===== src/rtl/elastic_pipe_fifo_pkg.sv =====
// Shared pipeline package: stage payload widths, tag widths and a saturating adder.
package pipe_pkg;

  localparam int FETCH_W   = 41;
  localparam int DECODE_W  = 65;
  localparam int RENAME_W  = 41;
  localparam int PREG_W    = 7;
  localparam int ROB_TAG_W = 4;
  localparam int PC_W      = 9;

  // Saturates at all-ones instead of wrapping.
  function automatic logic [31:0] sat_add32(input logic [31:0] a, input logic [31:0] b);
    logic [32:0] sum;
    sum = {1'b0, a} + {1'b0, b};
    return sum[32] ? 32'hFFFF_FFFF : sum[31:0];
  endfunction

endpackage


===== src/rtl/elastic_pipe_fifo_if.sv =====
// Ready/valid bundle for both sides of the elastic buffer.
interface elastic_pipe_fifo_if
  import pipe_pkg::*;
#(
  parameter int DWIDTH = FETCH_W
);
  logic [DWIDTH-1:0] i_data;
  logic              i_valid;
  logic              o_ready;
  logic [DWIDTH-1:0] o_data;
  logic              o_valid;
  logic              i_ready;

  modport master (output i_data, i_valid, i_ready, input o_ready, o_data, o_valid);
  modport slave  (input i_data, i_valid, i_ready, output o_ready, o_data, o_valid);
endinterface


===== src/rtl/elastic_pipe_fifo_ring_ptr.sv =====
// Wrap-around ring pointer with clear priority over increment.
module ring_ptr
  import pipe_pkg::*;
#(
  parameter int W = 2
) (
  input  logic         clk,
  input  logic         reset,
  input  logic         inc,
  input  logic         clr,
  output logic [W-1:0] ptr
);
  logic [W-1:0] ptr_reg;
  logic [W-1:0] ptr_next;

  // Power-of-two depth lets the natural binary overflow do the wrap.
  always_comb begin
    ptr_next = ptr_reg;
    if (clr) begin
      ptr_next = '0;
    end else if (inc) begin
      ptr_next = ptr_reg + 1'b1;
    end
  end

  always_ff @(posedge clk) begin
    if (!reset) begin
      ptr_reg <= '0;
    end else begin
      ptr_reg <= ptr_next;
    end
  end

  assign ptr = ptr_reg;
endmodule


===== src/rtl/elastic_pipe_fifo.sv =====
// Flushable elastic pipeline buffer; ELASTIC_PIPE_FIFO_PERF_EN adds stall/flush counters.
module elastic_pipe_fifo
  import pipe_pkg::*;
#(
  parameter int DWIDTH = FETCH_W,
  parameter int DEPTH  = 4,
  parameter int CNTW   = $clog2(DEPTH) + 1
) (
  input  logic            clk,
  input  logic            reset,
  input  logic            flush,
  elastic_pipe_fifo_if.slave bus,
  output logic [CNTW-1:0] count
`ifdef ELASTIC_PIPE_FIFO_PERF_EN
  ,
  output logic [31:0]     stall_cycles,
  output logic [31:0]     flushed_words
`endif
);
  localparam int PW = $clog2(DEPTH);
  localparam logic [CNTW-1:0] FULL_CNT = CNTW'(DEPTH);

  logic [DWIDTH-1:0] mem [DEPTH];
  logic [CNTW-1:0]   count_reg;
  logic [CNTW-1:0]   count_next;
  logic              push;
  logic              pop;
  logic [PW-1:0]     ptr_arr [2];
  logic              inc_arr [2];
  logic [PW-1:0]     rd_ptr;
  logic [PW-1:0]     wr_ptr;

  // Handshakes depend only on registered occupancy, so i_ready never reaches o_ready.
  assign bus.o_ready = (count_reg != FULL_CNT);
  assign bus.o_valid = (count_reg != '0);
  assign push        = bus.i_valid & bus.o_ready;
  assign pop         = bus.o_valid & bus.i_ready;

  assign inc_arr[0] = pop;
  assign inc_arr[1] = push;
  assign rd_ptr     = ptr_arr[0];
  assign wr_ptr     = ptr_arr[1];

  // Index 0 is the read pointer, index 1 the write pointer.
  generate
    for (genvar gi = 0; gi < 2; gi++) begin : g_ptr
      ring_ptr #(.W(PW)) u_ptr (
        .clk   (clk),
        .reset (reset),
        .inc   (inc_arr[gi]),
        .clr   (flush),
        .ptr   (ptr_arr[gi])
      );
    end
  endgenerate

  always_comb begin
    count_next = count_reg;
    if (flush) begin
      count_next = '0;
    end else begin
      case ({push, pop})
        2'b10:   count_next = count_reg + 1'b1;
        2'b01:   count_next = count_reg - 1'b1;
        default: count_next = count_reg;
      endcase
    end
  end

  always_ff @(posedge clk) begin
    if (!reset) begin
      count_reg <= '0;
    end else begin
      count_reg <= count_next;
    end
  end

  // A push coinciding with flush is dropped, so it must not touch storage.
  always_ff @(posedge clk) begin
    if (push && !flush && reset) begin
      mem[wr_ptr] <= bus.i_data;
    end
  end

  assign bus.o_data = (count_reg == '0) ? '0 : mem[rd_ptr];
  assign count      = count_reg;

`ifdef ELASTIC_PIPE_FIFO_PERF_EN
  logic [31:0] stall_reg;
  logic [31:0] flushed_reg;

  // Flush clears occupancy but deliberately leaves the statistics running.
  always_ff @(posedge clk) begin
    if (!reset) begin
      stall_reg   <= '0;
      flushed_reg <= '0;
    end else begin
      if (bus.i_valid && !bus.o_ready) begin
        stall_reg <= sat_add32(stall_reg, 32'd1);
      end
      if (flush) begin
        flushed_reg <= sat_add32(flushed_reg, 32'(count_reg));
      end
    end
  end

  assign stall_cycles  = stall_reg;
  assign flushed_words = flushed_reg;
`endif
endmodule


===== src/flat_wrapper.sv =====
// flat-port wrapper written by rule: the top's interface ports become plain ports
module elastic_pipe_fifo_flat import pipe_pkg::*;
#(
  parameter int DWIDTH = FETCH_W,
  parameter int DEPTH  = 4,
  parameter int CNTW   = $clog2(DEPTH) + 1
)
  (clk, reset, flush, count, bus_i_data, bus_i_valid, bus_i_ready, bus_o_ready, bus_o_data, bus_o_valid);
  elastic_pipe_fifo_if #(.DWIDTH(DWIDTH)) bus_i ();
  input  logic clk;
  input  logic reset;
  input  logic flush;
  output logic [CNTW-1:0] count;
  input wire logic [$bits(bus_i.i_data)-1:0] bus_i_data;
  input wire logic [$bits(bus_i.i_valid)-1:0] bus_i_valid;
  input wire logic [$bits(bus_i.i_ready)-1:0] bus_i_ready;
  output wire logic [$bits(bus_i.o_ready)-1:0] bus_o_ready;
  output wire logic [$bits(bus_i.o_data)-1:0] bus_o_data;
  output wire logic [$bits(bus_i.o_valid)-1:0] bus_o_valid;
  assign bus_i.i_data = bus_i_data;
  assign bus_i.i_valid = bus_i_valid;
  assign bus_i.i_ready = bus_i_ready;
  assign bus_o_ready = bus_i.o_ready;
  assign bus_o_data = bus_i.o_data;
  assign bus_o_valid = bus_i.o_valid;
  elastic_pipe_fifo #(.DWIDTH(DWIDTH), .DEPTH(DEPTH), .CNTW(CNTW)) u_core (.clk(clk), .reset(reset), .flush(flush), .bus(bus_i), .count(count));
endmodule

===== config.mk =====
export PLATFORM = sky130hd
export DESIGN_NAME = elastic_pipe_fifo_flat
export DESIGN_NICKNAME = d
export VERILOG_FILES = /design/src/rtl/elastic_pipe_fifo_pkg.sv /design/src/rtl/elastic_pipe_fifo_if.sv /design/src/rtl/elastic_pipe_fifo_ring_ptr.sv /design/src/rtl/elastic_pipe_fifo.sv /design/src/flat_wrapper.sv
export SDC_FILE = /design/constraint.sdc
export NUM_CORES = 1
export LEC_CHECK = 0
export BUFFER_PORTS_ARGS = -buffer_cell sky130_fd_sc_hd__buf_4
export CORE_ASPECT_RATIO = 1.5
export CORE_MARGIN = 4
export CORE_UTILIZATION = 51
export DETAILED_ROUTE_END_ITERATION = 10
export GPL_TIMING_DRIVEN = 0
export PLACE_DENSITY_LB_ADDON = 0.1
export SLEW_MARGIN = 10
export SYNTH_ARGS = -nofsm -noshare
export SYNTH_HDL_FRONTEND = slang
export SYNTH_SLANG_ARGS = --single-unit

===== constraint.sdc =====
create_clock -name clk -period 2.3 [get_ports clk]
set_input_delay 0.115 -clock clk [delete_from_list [all_inputs] [get_ports clk]]
set_output_delay 0.115 -clock clk [all_outputs]
set_load 0.005 [all_outputs]

; ---- Yosys cells after proc, flatten, opt, wreduce, memory -nomap -nowiden
; Memory sizes are Yosys's and may differ from the RTL's. A register that Yosys moved wholly into a read port is not among the register bits.
; Index checks and enable logic that the tools add are counted.
[totals]
regBits = 7
latchBits = 0
ram_bits = 164
mem_bits_ro = 0
inputBits = 46
output_inout_bits = 46
wordCells = 27
n_memories = 1
[op_classes]
add_sub_neg = 4
multipliers = 0
div = 0
n_lt_le_gt_ge = 0
eq_ne = 3
n_shift = 0
n_mux = 6
bitwise_logic = 3
n_reduce_logical = 7
[memory_table]
columns = memory, depth, word_bits, read_ports, rd_clocked_by_memory_dff, write_ports, line
row1 = u_core.mem, 4, 41, 1, 1, 1, elastic_pipe_fifo.sv:23  ; logic [DWIDTH-1:0] mem [DEPTH];
[ops]
columns = operator, count
row1 = 41-bit two-way mux, 1
row2 = 3-bit case mux with 2 select lines, 1
row3 = 2-bit by 1-bit adder with 2-bit output (second input constant), 2
row4 = 2-bit two-way mux, 2
row5 = 3-bit by 1-bit adder with 3-bit output (second input constant), 1
row6 = 3-bit zero test, 1
row7 = 3-bit != test (second input constant), 1
row8 = 3-bit nonzero test, 1
row9 = 3-bit by 1-bit subtractor with 3-bit output (second input constant), 1
row10 = 1-bit bitwise AND, 2
row11 = 2-bit by 1-bit == test with 1-bit output (second input constant), 1
row12 = 2-bit == test (second input constant), 1
row13 = 1-bit logical AND, 2
row14 = 1-bit two-way mux, 2
row15 = 2-bit nonzero test, 1
row16 = 2-bit OR reduction, 1
row17 = 1-bit zero test, 1
row18 = 1-bit NOT, 1

; ---- Depth between registers and ports, before layout
[logic_depth]
depth_word = 6
mapped_depth = 9
depth_no_buf = 9

; ---- By module
; From an unflattened synthesis, not the netlist that was laid out.
[hier_totals]
hier_cells = 306
area_unflattened_um2 = 6602.6
[modules_own_cells]
columns = mod, instances, cells_each, area_each_um2, seq_area_each_um2
row1 = elastic_pipe_fifo, 1, 290, 6432.4, 4984.8
row2 = ring_ptr, 2, 8, 85.1, 40.0

; ---- Worst setup path after synthesis
; Ideal clock, no wire load.
[synth_path]
path_kind = register to register
from = reg u_core.count_reg[2], in the netlist u_core.count[2]
to = reg u_core.count_reg[2], in the netlist u_core.count[2]
setup_ps = 70
arrival_ps = 2179
t_required_ps = 2230
setup_slack_ps = 51
stages_incl_launch_ff = 10
n_path_buf = 0
period_less_slack_ps = 2249
path_cell_list = dfxtp_1 -> or3b_1 -> and2_4 -> inv_1 -> ha_1 -> inv_1 -> fa_1 -> xor2_1 -> or3_1 -> a21oi_1
[synth_via]
elab_chain_cells = 4
elab_cells_between_ends = 10
cone_classes = add/sub: 2 / eq/ne: 3 / mux: 1 / bitwise: 2 / reduce/logical: 2
[synth_rtl]
columns = element, line
row1 = start: declaration, elastic_pipe_fifo.sv:24  ; logic [CNTW-1:0] count_reg;
row2 = start signal: assignment, elastic_pipe_fifo.sv:74  ; count_reg <= count_next;
row3 = 3-bit != test (*), elastic_pipe_fifo.sv:34  ; assign bus.o_ready = (count_reg != FULL_CNT);
row4 = net bus_o_ready, flat_wrapper.sv:17  ; output wire logic [$bits(bus_i.o_ready)-1:0] bus_o_ready;
row5 = 1-bit bitwise AND (*), elastic_pipe_fifo.sv:36  ; assign push = bus.i_valid & bus.o_ready;
row6 = 2-bit by 1-bit == test with 1-bit output or 2-bit == test (tied branches), elastic_pipe_fifo.sv:62  ; case ({push, pop})
row7 = 3-bit case mux with 2 select lines or 2-bit nonzero test (tied branches), -
; The timed path passes the listed nets; every way through them passes the cells marked *.
; A chain may end at the register's enable or synchronous reset.

; ---- Worst setup path after layout
[layout_path]
from = reg u_core.count_reg[2], in the netlist u_core.count[2]
to = reg u_core.count_reg[2], in the netlist u_core.count[2]
[layout_via]
elab_chain_cells = 4
elab_cells_between_ends = 10
cone_classes = add/sub: 2 / eq/ne: 3 / mux: 1 / bitwise: 2 / reduce/logical: 2
[layout_rtl]
columns = element, line
row1 = 3-bit != test or 3-bit nonzero test (tied branches), "elastic_pipe_fifo.sv:34, elastic_pipe_fifo.sv:35"
row2 = 1-bit bitwise AND (on tied branches), "elastic_pipe_fifo.sv:36, elastic_pipe_fifo.sv:37"
row3 = 2-bit by 1-bit == test with 1-bit output or 2-bit == test (tied branches), elastic_pipe_fifo.sv:62
row4 = 3-bit case mux with 2 select lines or 2-bit nonzero test (tied branches), -
; Several ways; a longest one is shown, not always the timed one.

==> results.sh <==
export IMPL_routed_wl_um=12100
export IMPL_area_growth_pct=30.2
export IMPL_clkSlewWorstSetupHoldPaths_ns=0.06
export IMPL_violations="setup timing"
export IMPL_fillCellCount=907
export IMPL_overflow=0
export IMPL_io_pins=92
export IMPL_p_leak_uw=0.00300
export IMPL_seqCellArea_um2=5110
export IMPL_ys_seq_elements=173
export IMPL_crit_path_start="u_core.count[2]$_SDFFE_PP0P_"
export IMPL_hold_viol=0
export IMPL_first_pass_iters=4
export IMPL_antenna_found_initial=0
export IMPL_finalNetCount=524
export IMPL_vias_per_cell=5.27
export IMPL_critPathArrivalTime_ns=2.65
export IMPL_numCtsBuffers=17
export IMPL_num_vias=3397
export IMPL_final_setup_viol_count=1
export IMPL_grtUsageTotal=0.173
export IMPL_start_kind="flip-flop"
export IMPL_first_global_vias=3778
export IMPL_port_buffers=91
export IMPL_synth_area_um2=6690
export IMPL_cts_tree="yes"
export IMPL_final_cells=644
export IMPL_start_util=0.519
export IMPL_synth_mux_area_frac=0.138
export IMPL_yosys_area_top_type="edfxtp_1"
export IMPL_synth_fp_nets=366
export IMPL_synth_avg_cell_area_um2=21.3
export IMPL_p_per_area_nw_per_um2=770
export IMPL_synth_top_family_by_area="multiplexers"
export IMPL_die_area_um2=15000
export IMPL_maxSlewViolCount=0
export IMPL_dp_hpwl_um=7550
export IMPL_yosysMostFrequentCell="edfxtp_1"
export IMPL_max_freq_ghz=0.433
export IMPL_ys_types=25
export IMPL_fp_coreArea_um2=12900
export IMPL_synth_compound_area_frac=0.00786
export IMPL_cts_root_buf="clkbuf_16"
export IMPL_whs_ns=0.0777
export IMPL_antenna_left=0
export IMPL_async_reset_ff_frac=0
export IMPL_drt_iter0_markers=100
export IMPL_rsz0062_at_grt="yes"
export IMPL_synth_area_leaders="edfxtp_1 (74%), mux4_2 (14%), nor2b_1 (4.0%)"
export IMPL_htreeDepth=4
export IMPL_synthTopCellsByCount="edfxtp_1 (164), nor2b_1 (43), mux4_2 (41)"
export IMPL_multi_input_area_um2=1490
export IMPL_synth_simple_area_share=0.0576
export IMPL_fp_dieH_um=148
export IMPL_place_inst=568
export IMPL_synth_top_flop_cell="edfxtp_1"
export IMPL_wl_per_cell_um=18.8
export IMPL_hp_class="primary input to flip-flop"
export IMPL_max_cap_viol_count=0
export IMPL_crit_type="flip-flop to flip-flop"
export IMPL_yosysTopAreaCellShare=0.736
export IMPL_yosys_warnings=0
export IMPL_synth_edff_count=164
export IMPL_fin_util=0.676
export IMPL_fin_skew_ns=0.00710
export IMPL_fin_ws_ns=-0.00818
export IMPL_required_ns=2.64
export IMPL_drc=0
export IMPL_synthCells=314
export IMPL_ys_seq_area_frac=0.763
export IMPL_rows=51
export IMPL_status="complete, but fails checks"
export IMPL_cts_buffer_depth=2
export IMPL_endpoint_kind="flip-flop"
export IMPL_synthAdderAreaFrac=0.0123
export IMPL_grt_pass1_wl_um=19300
export IMPL_vdd_drop_max_v=0.000594
export IMPL_fp_dieW_um=102
export IMPL_synthXorXnorAreaFrac=0.00262
export IMPL_cts_sinks=173
export IMPL_max_slew_margin_rel=0.612
export IMPL_critPathMaxFanout=7
export IMPL_tightest_slew_ns=0.582
export IMPL_drive_gt1_frac=0.400
export IMPL_period_share=1.00
export IMPL_fin_crit_ns=2.31
export IMPL_antennaDiodeCount=0
export IMPL_grt_max_degree=28
export IMPL_largest_reg_flops=164
export IMPL_clock_latency_ns=0.41
export IMPL_routabilityCongestion=0.692
export IMPL_rr_startpoint="u_core.count[2]$_SDFFE_PP0P_"
export IMPL_hp_start="flush"
==> kinds of logic (layout without fill, tap and decap cells) <==
group                      count (synthesis)  after routing
muxes                                     41             41
and+or+nand+nor                           62             62
xor gates and xnor gates                   2              2
AOI/OAI and AO/OA                          9              9
adders and majority gates                  6              6
buffers and inverters                     21            192
DFF                                      173            173
==> path summary, 6_finish.rpt <==
| kind | slack (ns) | cells after the start | to |
|---|---|---|---|
| max reg2reg | -0.008 | 9 | u_core.count[2]$_SDFFE_PP0P_ |
| max | -0.008 | 9 | u_core.count[2]$_SDFFE_PP0P_ |
| min reg2reg | 0.50 | 2 | u_core.g_ptr[0].u_ptr.ptr[0]$_SDFFE_PP0P_ |
| min | 0.08 | 4 | u_core.g_ptr[1].u_ptr.ptr[0]$_SDFFE_PP0P_ |
==> critical path, cell delays in order (launching register included) <==
cell and delay, ns:
dfxtp_4 0.38, or3b_4 0.40, and2_4 0.17, inv_1 0.06, ha_2 0.19, inv_1 0.06
fa_2 0.33, xor2_1 0.17, or3_4 0.37, a21oi_2 0.11
==> layout by cell type, fill, tap and decap left out, types with 3 or more instances in the layout <==
cell type	count
mux4_2	41
dlygate4sd3_1	42
clkinv_4	3
buf_12	4
dfxtp_1	6
buf_6	5
ha_1	4
o21ai_0	5
inv_6	3
buf_2	4
buf_4	93
nand2_1	3
clkbuf_16	17
inv_1	7
nor2_1	3
clkbuf_1	3
nor2b_1	43
edfxtp_1	164
and3_2	4
==> routing by layer <==
metal / share of wire / track usage / up-vias
met2: 0.55 / 0.297 / 70
met3: 0.047 / 0.0432 / 10
li1: - / - / 1574
met5: 0 / 0 / -
met1: 0.40 / 0.213 / 1743
met4: 0.010 / 0.0579 / 0
==> layout make-up <==
cell class | count | area share
sequential | 173 | 0.587
multi-input combinational | 120 | 0.171
timing repair buffer | 139 | 0.138
clock buffer | 18 | 0.0493
tap | 159 | 0.0228
clock inverter | 14 | 0.0182
buffer | 14 | 0.0112
inverter | 7 | 0.00302
==> timing repair <==
action | 4_1_cts | 5_1_grt
endpoints found under the hold margin | 166 | 0
hold buffers | 42 | 0
pin swaps | 2 | 1
setup buffers | 0 | 2
gates resized for setup | 8 | 4
endpoints found under the setup margin | 13 | 21
==> report_power, final <==
group	total, µW	internal [µW]	switching (µW)
registers	3490	3480	11.7
clock network	2800	1620	1180
logic	413	235	178
total	6700	5340	1360
==> metrics by stage <==
step,TNS [ns],total power (µW),setup slack [ns],cell area [µm²]
floorplan,0,3710,0.0513,6690
global placement,-120.06,3900,-0.752,7570
detailed placement,-0.0984,3920,-0.0984,7650
CTS,0,6780,0.0110,8680
global route,-0.0808,6960,-0.0808,8710
finish,-0.00818,6700,-0.00818,8710
(Power assumes the default switching activity.)
